[config.mk]
export PLATFORM = sky130hd
export DESIGN_NAME = fp_mul_seq
export DESIGN_NICKNAME = d
export VERILOG_FILES = /design/src/rtl/fp_mul_seq.sv
export SDC_FILE = /design/constraint.sdc
export NUM_CORES = 1
export LEC_CHECK = 0
export ABC_AREA = 1
export ABC_CLOCK_PERIOD_IN_PS = 4160
export CAP_MARGIN = 25
export CORE_MARGIN = 2
export CORE_UTILIZATION = 53
export DETAILED_ROUTE_END_ITERATION = 16
export HOLD_SLACK_MARGIN = 0.08
export PLACE_DENSITY = 0.78
export SLEW_MARGIN = 10
export SYNTH_ARGS = -nofsm -noshare
export SYNTH_HDL_FRONTEND = slang
export SYNTH_SLANG_ARGS = --single-unit
export TNS_END_PERCENT = 50
[constraint.sdc]
create_clock -name clk -period 4.16 [get_ports clk]
set_clock_uncertainty 0.15 [all_clocks]
set_input_delay 0.832 -clock clk [delete_from_list [all_inputs] [get_ports clk]]
set_output_delay 0.832 -clock clk [all_outputs]
set_load 0.005 [all_outputs]
[src/rtl/fp_mul_seq.sv]
// fp_mul_seq: multi-cycle IEEE-754 multiplier, radix-2^BPC shift-add, 4-mode rounding, valid/ready.
// Optional inexact/underflow outputs are enabled by defining FP_MUL_SEQ_FLAGS_EN.
module fp_mul_seq #(
  parameter int EXP_W = 8,
  parameter int MAN_W = 23,
  parameter int BPC = 1
) (
  input  logic                   clk,
  input  logic                   rst_n,
  input  logic                   in_valid,
  output logic                   in_ready,
  input  logic [EXP_W+MAN_W:0]   a,
  input  logic [EXP_W+MAN_W:0]   b,
  input  logic [1:0]             round_mode,
  output logic                   out_valid,
  input  logic                   out_ready,
  output logic [EXP_W+MAN_W:0]   result,
  output logic                   error,
  output logic                   overflow
`ifdef FP_MUL_SEQ_FLAGS_EN
  ,
  output logic                   inexact,
  output logic                   underflow
`endif
);
  localparam int W = EXP_W + MAN_W + 1;
  localparam int SW = MAN_W + 1;
  localparam int N = SW / BPC;
  localparam int CW = $clog2(N + 1);
  localparam int EW = EXP_W + 2;
  localparam logic [EW-1:0] BIAS = EW'((1 << (EXP_W - 1)) - 1);
  localparam logic [EXP_W-1:0] EMAX = '1;
  localparam logic [EXP_W-1:0] EMAXM = {{(EXP_W-1){1'b1}}, 1'b0};
  localparam logic [MAN_W-1:0] QF = {1'b1, {(MAN_W-1){1'b0}}};
  typedef enum logic [2:0] {IDLE, MUL, NORM, ROUND, DONE} state_t;
  state_t state, state_nx;
  logic [SW-1:0] ma, sig, sig_n, sig_r;
  logic [2*SW-1:0] prod, prod_nx;
  logic [SW+BPC-1:0] pp, sum;
  logic [2*SW+BPC-1:0] wide;
  logic [CW-1:0] cnt;
  logic [1:0] rm;
  logic sgn, g, s, g_n, s_n, msb, inc, sat, flush, to_inf;
  logic signed [EW-1:0] ex, ex_in, ex_n, ex_r;
  logic [SW:0] rs;
  logic [EXP_W-1:0] ea, eb;
  logic a_nan, b_nan, a_inf, b_inf, a_zero, b_zero, inv, special, s_in;
  logic [W-1:0] sp_res, rnd_res;
  assign ea = a[W-2:MAN_W];
  assign eb = b[W-2:MAN_W];
  always_comb begin
    s_in = a[W-1] ^ b[W-1];
    a_nan = &ea && |a[MAN_W-1:0];
    b_nan = &eb && |b[MAN_W-1:0];
    a_inf = &ea && !(|a[MAN_W-1:0]);
    b_inf = &eb && !(|b[MAN_W-1:0]);
    // exponent zero covers subnormals, which are flushed to zero on input
    a_zero = ~|ea;
    b_zero = ~|eb;
    inv = (a_inf && b_zero) || (a_zero && b_inf);
    special = a_nan || b_nan || a_inf || b_inf || a_zero || b_zero;
    sp_res = a_nan ? (a | {1'b0, {EXP_W{1'b0}}, QF}) :
             b_nan ? (b | {1'b0, {EXP_W{1'b0}}, QF}) :
             inv ? {1'b0, EMAX, QF} :
             (a_inf || b_inf) ? {s_in, EMAX, {MAN_W{1'b0}}} : {s_in, {(EXP_W+MAN_W){1'b0}}};
    ex_in = $signed({2'b00, ea}) + $signed({2'b00, eb}) - $signed(BIAS);
    pp = (SW+BPC)'(ma) * (SW+BPC)'(prod[BPC-1:0]);
    sum = {{BPC{1'b0}}, prod[2*SW-1:SW]} + pp;
    wide = {sum, prod[SW-1:0]};
    prod_nx = wide[2*SW+BPC-1:BPC];
    msb = prod[2*SW-1];
    sig_n = msb ? prod[2*SW-1:SW] : prod[2*SW-2:SW-1];
    g_n = msb ? prod[SW-1] : prod[SW-2];
    s_n = msb ? |prod[SW-2:0] : |prod[SW-3:0];
    ex_n = ex + $signed({{(EW-1){1'b0}}, msb});
    inc = (rm == 2'd0) ? (g && (s || sig[0])) :
          (rm == 2'd1) ? 1'b0 :
          (rm == 2'd2) ? ((g || s) && !sgn) : ((g || s) && sgn);
    rs = {1'b0, sig} + {{SW{1'b0}}, inc};
    ex_r = ex + $signed({{(EW-1){1'b0}}, rs[SW]});
    sig_r = rs[SW] ? rs[SW:1] : rs[SW-1:0];
    sat = !ex_r[EW-1] && (ex_r[EW-2:0] >= {1'b0, EMAX});
    flush = ex_r[EW-1] || (ex_r == '0);
    to_inf = (rm == 2'd0) || (rm == 2'd2 && !sgn) || (rm == 2'd3 && sgn);
    rnd_res = sat ? (to_inf ? {sgn, EMAX, {MAN_W{1'b0}}} : {sgn, EMAXM, {MAN_W{1'b1}}}) :
              flush ? {sgn, {(EXP_W+MAN_W){1'b0}}} : {sgn, ex_r[EXP_W-1:0], sig_r[MAN_W-1:0]};
  end
  always_comb begin
    state_nx = state;
    in_ready = (state == IDLE);
    out_valid = (state == DONE);
    case (state)
      IDLE: state_nx = in_valid ? (special ? DONE : MUL) : IDLE;
      MUL: state_nx = (cnt == CW'(N - 1)) ? NORM : MUL;
      NORM: state_nx = ROUND;
      ROUND: state_nx = DONE;
      DONE: state_nx = out_ready ? IDLE : DONE;
      default: state_nx = IDLE;
    endcase
  end
  always_ff @(posedge clk) state <= !rst_n ? IDLE : state_nx;
  always_ff @(posedge clk) begin
    if (!rst_n) begin
      ma <= '0;
      prod <= '0;
      cnt <= '0;
      rm <= '0;
      sgn <= 1'b0;
      ex <= '0;
      sig <= '0;
      g <= 1'b0;
      s <= 1'b0;
      result <= '0;
      error <= 1'b0;
      overflow <= 1'b0;
`ifdef FP_MUL_SEQ_FLAGS_EN
      inexact <= 1'b0;
      underflow <= 1'b0;
`endif
    end else if (state == IDLE) begin
      if (in_valid) begin
        ma <= {1'b1, a[MAN_W-1:0]};
        prod <= {{SW{1'b0}}, 1'b1, b[MAN_W-1:0]};
        cnt <= '0;
        rm <= round_mode;
        sgn <= s_in;
        ex <= ex_in;
        if (special) begin
          result <= sp_res;
          error <= a_nan || b_nan || inv;
          overflow <= !(a_nan || b_nan || inv) && (a_inf || b_inf);
`ifdef FP_MUL_SEQ_FLAGS_EN
          inexact <= 1'b0;
          underflow <= 1'b0;
`endif
        end
      end
    end else if (state == MUL) begin
      prod <= prod_nx;
      cnt <= cnt + 1'b1;
    end else if (state == NORM) begin
      sig <= sig_n;
      g <= g_n;
      s <= s_n;
      ex <= ex_n;
    end else if (state == ROUND) begin
      result <= rnd_res;
      error <= 1'b0;
      overflow <= sat;
`ifdef FP_MUL_SEQ_FLAGS_EN
      inexact <= g || s || sat;
      underflow <= flush;
`endif
    end
  end
endmodule

==> results of run 1 <==
[flip-flops by register name (all words and copies together), names as in the netlist]
name / flops
error: 1
result: 32
g: 1
overflow: 1
sig: 24
prod: 48
rm: 2
state: 3
cnt: 5
s: 1
sgn: 1
ex: 10
ma: 24
[area by class of cell]
cell class	instances	share of cell area [%]
Clock inverter	10	1.31
Sequential cell	153	24.0
Timing Repair Buffer	171	12.8
Multi-Input combinational cell	1207	49.8
Tap cell	265	2.60
Inverter	201	5.95
Clock buffer	20	3.50
[kinds of logic (layout without fill, tap and decap cells)]
family          Yosys count  in the layout  share of synthesized area [%]
buf+inv                 277            402                           10.5
compound gates          433            433                           23.2
xor+xnor                 16             16                           1.35
flops                   153            153                           29.6
fa+ha+maj                49             49                           6.07
simple gates            709            709                           29.3
[through the flow]
stage | setup WS (ns) | area, µm²
after global routing | -0.260 | 12800
after CTS | 0.0131 | 12600
after global placement | 0.0419 | 11800
after detailed placement | -0.102 | 11800
after floorplan | 0.107 | 10300
final | 0.00174 | 12800
[per-layer routing]
| layer | share of wire (%) | vias up |
|---|---|---|
| li1 | - | 5677 |
| met1 | 44 | 5247 |
| met2 | 45 | 501 |
| met3 | 7.8 | 94 |
| met4 | 3.6 | 0 |
| met5 | 0 | - |
[worst reg2reg max path: cells and delay by family (launching register included)]
family                   cells  cell delay [ns]
AO/OA/AOI/OAI                2             0.20
adder cells (fa/ha/maj)      4             0.81
buffers and inverters        4             0.44
flip-flops                   1             0.32
AND/OR/NAND/NOR             21             2.10
[cell usage in the layout (no fill, tap or decap), drive strengths merged, types with 33 or more instances in the layout]
cell | synthesis | layout
nand2 | 379 | 379
ha | 47 | 47
clkdlybuf4s50 | 0 | 104
a21oi | 193 | 193
nor2 | 159 | 159
inv | 197 | 199
a31oi | 33 | 33
nand3 | 93 | 93
o21ai | 160 | 160
nand4 | 33 | 33
dfxtp | 153 | 153
buf | 19 | 65
[repair_timing]
item                                    4_1_cts  5_1_grt
buffers inserted                             17        6
endpoints found under the setup margin       28       32
pin swaps                                     9       21
resized for setup                            16       35
gates cloned                                  0        2
[how the worst max path moves through the flow]
stage	startpoint	end	slack, ns	cells after the start
CTS	rm[1]	result[21]	0.01	32
global route	rm[1]	result[18]	-0.26	32
detailed placement	rm[1]	result[18]	-0.10	32
finish	rm[1]	result[18]	0.002	31
floorplan	rm[1]	result[21]	0.11	31
global placement	rm[1]	result[12]	0.04	32
[power groups by stage]
stage	sequential [mW]	combinational, mW	clock [mW]
floorplan	1.61	0.435	0
global placement	1.63	0.677	0
detailed placement	1.63	0.688	0
CTS	1.60	0.696	1.66
global route	1.61	0.808	1.72
finish	1.60	0.736	1.66
==> reports/results.tsv, run 1 <==
metric	value	unit
outcome	completed	
worst path required time	4.30	ns
filler-free cell count of the finished design	2027	
Num CTS Buffers	17	
most used flip-flop cell after synthesis	dfxtp_1	
unrepaired setup endpoints after global routing	yes	
level count of the clock H-tree	4	
critical register-to-register path endpoint	result[18]	
CP startpoint kind	register	
Vias per Instance	5.68	
layout cell share with drive strength beyond 1	10.2	%
fraction of power consumed by sequential logic	40.1	%
power density over the cells	313	nW/µm²
net count after synthesis	1756	
mean instance size in the synthesized netlist	6.32	µm²
number of routed nets with antenna violations	0	
gate count after technology mapping	1637	
Power Internal	2.84	mW
Starting Density	53.5	%
number of slew-limit violations in the final report	0	
Leak Pwr	5.52	nW
leading cell types by count after synthesis	367 x nand2_1, 192 x inv_1, 175 x a21oi_1	
worst hold slack	0.319	ns
most frequent cell on the critical path	nand2_4	
total number of clock tree sinks	153	
largest net degree at the start of global routing	53	
maximum achievable frequency	240	MHz
share of the clock period used by the worst path after layout	100	%
global-route wire length before repair	54100	µm
worst slew slack as a fraction of its limit	49.5	%
CTS clock-pin slew for the worst setup and hold paths	0.06	ns
core region area	19300	µm²
Post-route DRC	0	
total net switching power	1.16	mW
total power draw	4.00	mW
placed cell count	1973	
I/O pins	106	
GRT busiest layer	met2	
total overflow reported by the global router	0	
Buf+Inv Stages, Crit Path	4	
reg-to-reg critical path startpoint	rm[1]	
worst endpoint data arrival time	4.29	ns
Ys Warns	0	
global-route met2 utilization	52.8	%
met3 global-route usage	5.26	%
number of flip-flops and latches in the synthesized netlist	153	
setup violators final	0	
Final GP Congestion	0.998	
proportion of synthesized chip area in sequential cells	29.6	%
DIE HEIGHT	144	µm
synth unique cells	47	
Worst Setup Path Type	reg -> reg	
hold wc startpoint	ma[22]	
biggest area consumer among synthesized cells	dfxtp_1	
final net count	1870	
Peak VDD IR	0.274	mV
endpoint with the worst hold slack	ma[22]	
area fraction of the dominant cell type after synthesis	29.6	%
most instantiated library cell after synthesis	nand2_1	
count of input and output buffers	105	
HP Class	reg -> reg	
Worst-Margin Slew	0.757	ns
max-cap violations	0	
half-perimeter wire length after detailed placement	25100	µm
final core utilization	66.1	%
Post-Syn Area	10300	µm²
hold path cells	2	
Async S/R FF share, synth	0	%
CTS hold repair buffers	0	
clock latency reported for the late side of the worst-skew pair	0.43	ns
main area contributors after synthesis	dfxtp_1 30%, nand2_1 13%, a21oi_1 8.5%	
critical path's top delay family	simple AND/OR/NAND/NOR gates	
maximum count of clock buffers along a single path	2	
register-to-register setup slack	0.002	ns
combinational cell fraction of total power	18.4	%
Root Buffer	clkbuf_16	
Clk pwr share	41.5	%
nature of the critical path endpoint	register	
number of antenna violations at the first check in global routing	0	
multi-input logic area	6360	µm²
combined global-route utilization of all metal layers	33.3	%
count of final hold-check violations	0	
final sum of negative setup slack	0	ns
detail-routed net length per standard cell	17.0	µm
vias in the first global route	10500	
via count	11500	
fin crit period	4.16	ns
first-pass iteration count of the detailed router	6	
Area growth, synth to finish	23.4	%
fillcell total	1741	
Routed WL	34500	µm
sw frac	29.0	%
worst reg-to-reg path cell count	31	
Crit path largest cell delay	0.32	ns
flip-flop and latch area	3070	µm²
initial drt markers	1203	
Die Width	144	µm
TritonCTS clock tree	built	
critical-path maximum fanout	8	
die area	20700	µm²
number of diodes	0	
number of flops mapped to enable cells by yosys	0	
row count	51	
met1 Resource Use GR	45.3	%
CP max-delay cell	dfxtp_2	
Note: power is estimated with default switching activity, not from simulation.
==> inputs of run 2 (changes only) <==
CORE_ASPECT_RATIO = 1.2   (was not set)
CORE_MARGIN = 1.5   (was 2)
==> run 2 against run 1 <==
Net effect: the flow now finishes with violations (negative setup slack); fmax decreased by 2.4%; utilization is 1.6 points higher; cell area is 0.68% higher; combinational power is 5.6% higher; first-iteration DRC count shrank 22%.
==> reports/results.tsv, run 2 (synthesis results as in run 1) <==
metric	value	unit
Num CTS Buffers	17	
least setup slack across all paths after layout	-0.0985	ns
layout cell share with drive strength beyond 1	11.6	%
area of all placed cells without fillers	12900	µm²
maximum count of clock buffers along a single path	2	
flip-flop count of the largest register, all copies and words added	48	
setup violators final	22	
number of diodes	0	
CP startpoint kind	register	
number of slew-limit violations in the final report	0	
number of antenna violations at the first check in global routing	0	
combined global-route utilization of all metal layers	34.1	%
violations in the final reports	negative setup slack	
detail-routed net length per standard cell	17.1	µm
largest net degree at the start of global routing	84	
initial drt markers	938	
critical-path maximum fanout	8	
total overflow reported by the global router	0	
Routed WL	34600	µm
row count	55	
Area growth, synth to finish	24.3	%
register-to-register setup slack	-0.1	ns
launch point of the worst path	rm[1]	
reg-to-reg critical path startpoint	rm[1]	
Worst Setup Path Type	reg -> reg	
number of routed nets with antenna violations	0	
half-perimeter wire length after detailed placement	25200	µm
core region area	19000	µm²
most frequent cell on the critical path	nand3_2	
max-cap violations	0	
registers with the highest flip-flop counts	prod: 48 flops, result: 32 flops	
count of final hold-check violations	0	
first-pass iteration count of the detailed router	6	
global-route wire length before repair	54100	µm
Post-route DRC	0	
level count of the clock H-tree	4	
Final GP Congestion	0.987	
Most flops, register	prod	
nature of the critical path endpoint	register	
CP max-delay cell	dfxtp_2	
DIE HEIGHT	156	µm
power density over the cells	310	nW/µm²
via count	11500	
Peak VDD IR	0.323	mV
Starting Density	54.5	%
unrepaired setup endpoints after global routing	yes	
leading cell type in the layout, fill and taps excluded	nand2_1	
TritonCTS clock tree	built	
Root Buffer	clkbuf_16	
vias in the first global route	10700	
Crit path largest cell delay	0.33	ns
total number of clock tree sinks	153	
instance area after placement	11800	µm²
Worst-Margin Slew	0.937	ns
share of the clock period used by the worst path after layout	102	%
worst path required time	4.32	ns
HP Class	reg -> reg	
I/O pins	106	
worst slew slack as a fraction of its limit	37.4	%
final net count	1867	
top library cells by usage in the layout, fill and taps aside	334 x nand2_1, 189 x inv_1, 170 x a21oi_1, 156 x o21ai_0, 150 x dfxtp_1	
CTS clock-pin slew for the worst setup and hold paths	0.06	ns
clock latency reported for the late side of the worst-skew pair	0.44	ns
worst reg-to-reg path cell count	29	
Leak Pwr	5.51	nW
die area	20400	µm²
worst hold slack	0.316	ns
Worst Setup EP	result[27]	
maximum achievable frequency	235	MHz
critical register-to-register path endpoint	result[27]	
worst endpoint data arrival time	4.42	ns
outcome	complete, but fails checks	
fin crit period	4.26	ns
Vias per Instance	5.73	
Die Width	131	µm
count of input and output buffers	105	
-- run 2: cell types whose count changed in the layout (fill, tap and decap cells not counted), sizes merged --
cell / delta
clkbuf: +2
clkinv: -1
buf: -1
clkinvlp: +1
bufinv: -1
inv: -2
-- run 2: power breakdown --
part           switching, mW  total [mW]  internal (mW)
clock                  0.620        1.61          0.987
sequential            0.0677        1.61           1.54
combinational          0.477       0.777          0.300
total                   1.16        3.99           2.83
-- run 2: final cells by class --
cell class,instances,area [µm²]
Sequential cell,153,3070
Timing Repair Buffer,168,1630
Clock inverter,7,116
Tap cell,256,320
Multi-Input combinational cell,1207,6480
Fill cell,1695,6130
Clock buffer,24,482
Inverter,201,771
-- run 2: how the worst min path moves through the flow --
stage / startpoint / endpoint / cells after the start
floorplan: ma[23] / ma[23] / 1
global placement: ma[23] / ma[23] / 1
detailed placement: ma[10] / ma[10] / 2
CTS: ma[10] / ma[10] / 2
global route: ma[18] / ma[18] / 2
finish: ma[10] / ma[10] / 2
-- run 2: critical path: cells and delay by family (launching register included) --
kind | cells | cell delay [ns]
flip-flops | 1 | 0.33
AND/OR/NAND/NOR | 17 | 1.86
AO/OA/AOI/OAI | 3 | 0.43
buffers and inverters | 5 | 0.58
adder cells (fa/ha/maj) | 4 | 0.77
-- run 2: timing repair --
action	in CTS	in global routing
resized for setup	21	70
hold buffers	0	0
pin swaps	16	35
gates cloned	1	0
setup endpoints to repair	29	32
buffers inserted	4	12
-- run 2: routing by layer --
metal / share of wire, % / vias to the layer above / track usage (%)
li1: - / 5682 / -
met1: 40 / 5300 / 40.8
met2: 48 / 455 / 56.9
met3: 6.1 / 109 / 5.62
met4: 5.8 / 0 / 20.5
met5: 0 / - / 0
-- run 2: through the flow --
stage	TNS (ns)	setup WS, ns	power, mW	cells	util [%]
6_report	-0.843	-0.0985	3.99	2016	67.7
3_3_place_gp	-0.352	-0.0327	2.31	1968	62.1
2_1_floorplan	0	0.107	2.04	1637	-
5_1_grt	-9.32	-0.397	4.14	2016	67.7
3_5_place_dp	-3.61	-0.170	2.32	1968	62.1
4_1_cts	-0.00290	-0.00290	3.92	2004	66.0
==> inputs of run 3 (changes only) <==
MAX_ROUTING_LAYER = met4   (was not set)
==> run 3 against run 2 <==
Net effect: the flow now finishes without violations; critical path depth rose by 3; global-route usage rose by 0.88 points; clock power fell by 3%; power fell by 1.9%; largest power group unchanged.
==> reports/results.tsv, run 3 (synthesis results as in run 1) <==
metric	value	unit
outcome	completed	
reg-to-reg critical path startpoint	rm[1]	
total net switching power	1.18	mW
first-pass iteration count of the detailed router	5	
critical-path maximum fanout	8	
hold wc startpoint	ma[11]	
Power Internal	2.73	mW
Num CTS Buffers	17	
Vias per Instance	5.66	
I/O pins	106	
global-route wire length before repair	53800	µm
initial drt markers	968	
Worst-Margin Slew	0.985	ns
top library cells by usage in the layout, fill and taps aside	338 x nand2_1, 188 x inv_1, 169 x a21oi_1, 158 x o21ai_0, 151 x dfxtp_1	
count of final hold-check violations	0	
number of routed nets with antenna violations	0	
via count	11400	
total overflow reported by the global router	0	
count of input and output buffers	105	
layout cell share with drive strength beyond 1	11.0	%
CTS hold repair buffers	0	
power density over the cells	308	nW/µm²
setup violators final	0	
maximum achievable frequency	244	MHz
total number of clock tree sinks	153	
Most flops, register	prod	
Post-route DRC	0	
share of the clock period used by the worst path after layout	98.7	%
Worst Setup Path Type	reg -> reg	
combined global-route utilization of all metal layers	35.0	%
Root Buffer	clkbuf_16	
clock latency reported for the late side of the worst-skew pair	0.43	ns
Routed WL	34200	µm
fraction of power consumed by sequential logic	40.9	%
Leak Pwr	5.46	nW
Die Width	131	µm
combinational cell fraction of total power	19.2	%
worst endpoint data arrival time	4.32	ns
placed cell count	1971	
TritonCTS clock tree	built	
filler-free cell count of the finished design	2012	
unrepaired setup endpoints after global routing	yes	
registers with the highest flip-flop counts	prod: 48 flops, result: 32 flops	
Crit path largest cell delay	0.33	ns
Area growth, synth to finish	22.7	%
number of diodes	0	
fin crit period	4.11	ns
Clk pwr share	39.9	%
largest net degree at the start of global routing	108	
CP max-delay cell	dfxtp_2	
HP Class	reg -> reg	
detail-routed net length per standard cell	17.0	µm
CP startpoint kind	register	
max-cap violations	0	
launch point of the worst path	rm[1]	
Starting Density	54.5	%
vias in the first global route	10500	
nature of the critical path endpoint	register	
final net count	1862	
DIE HEIGHT	156	µm
worst path required time	4.37	ns
row count	55	
Final GP Congestion	0.984	
final sum of negative setup slack	0	ns
core region area	19000	µm²
half-perimeter wire length after detailed placement	25600	µm
leading cell type in the layout, fill and taps excluded	nand2_1	
number of antenna violations at the first check in global routing	0	
Peak VDD IR	0.245	mV
CTS clock-pin slew for the worst setup and hold paths	0.06	ns
level count of the clock H-tree	4	
worst slew slack as a fraction of its limit	34.3	%
sw frac	30.2	%
number of slew-limit violations in the final report	0	
die area	20400	µm²
flip-flop count of the largest register, all copies and words added	48	
maximum count of clock buffers along a single path	2	
## run 3: per-stage QoR
stage	utilization [%]	worst slack, ns	power (mW)	instance area [µm²]	hold WS (ns)
final	66.9	0.0545	3.91	12700	0.323
after global routing	66.9	-0.210	4.05	12700	0.348
after CTS	65.8	0.0150	3.87	12500	0.319
after detailed placement	62.2	-0.168	2.33	11800	0.309
after global placement	62.2	-0.0474	2.31	11800	0.301
after floorplan	-	0.107	2.04	10300	0.291
## run 3: final cells by class
cell class	count	area, µm²
multi-input combinational	1207	6420
fill	1714	6300
sequential	153	3070
timing repair buffer	163	1560
inverter	201	759
clock buffer	21	450
tap	256	320
clock inverter	11	121
## run 3: what timing repair did
item                       4_1_cts  5_1_grt
buffers inserted                 3        5
gates resized for setup         22       48
setup endpoints to repair       30       32
hold endpoints to repair         0        0
pin swaps                       11        6
gates cloned                     0        1
## run 3: routing by layer
layer	global-route usage (%)	wire, µm	vias to the layer above
li1	-	-	5669
met1	40.5	13800	5199
met2	57.5	16500	430
met3	5.32	2070	99
met4	19.4	1910	0
met5	-	0	-
## run 3: critical path: cells and delay by family, from the launching register on
family	cells	cell delay [ns]
compound gates	2	0.25
simple gates	21	2.04
flops	1	0.33
fa+ha+maj	4	0.78
buf+inv	5	0.49
## run 3: worst paths after layout
path	endpoint	slack (ns)	depth (start not counted)
worst max-delay path	result[12]	0.05	32
worst min-delay path	ma[11]	0.32	2
worst max register to register	result[12]	0.05	32
worst min register to register	ma[11]	0.32	2
## run 3: power by group through the flow
stage	logic [mW]	clock network, mW	registers [mW]
global placement	0.687	0	1.63
global route	0.827	1.62	1.61
finish	0.751	1.56	1.60
floorplan	0.435	0	1.61
detailed placement	0.696	0	1.63
CTS	0.706	1.56	1.60
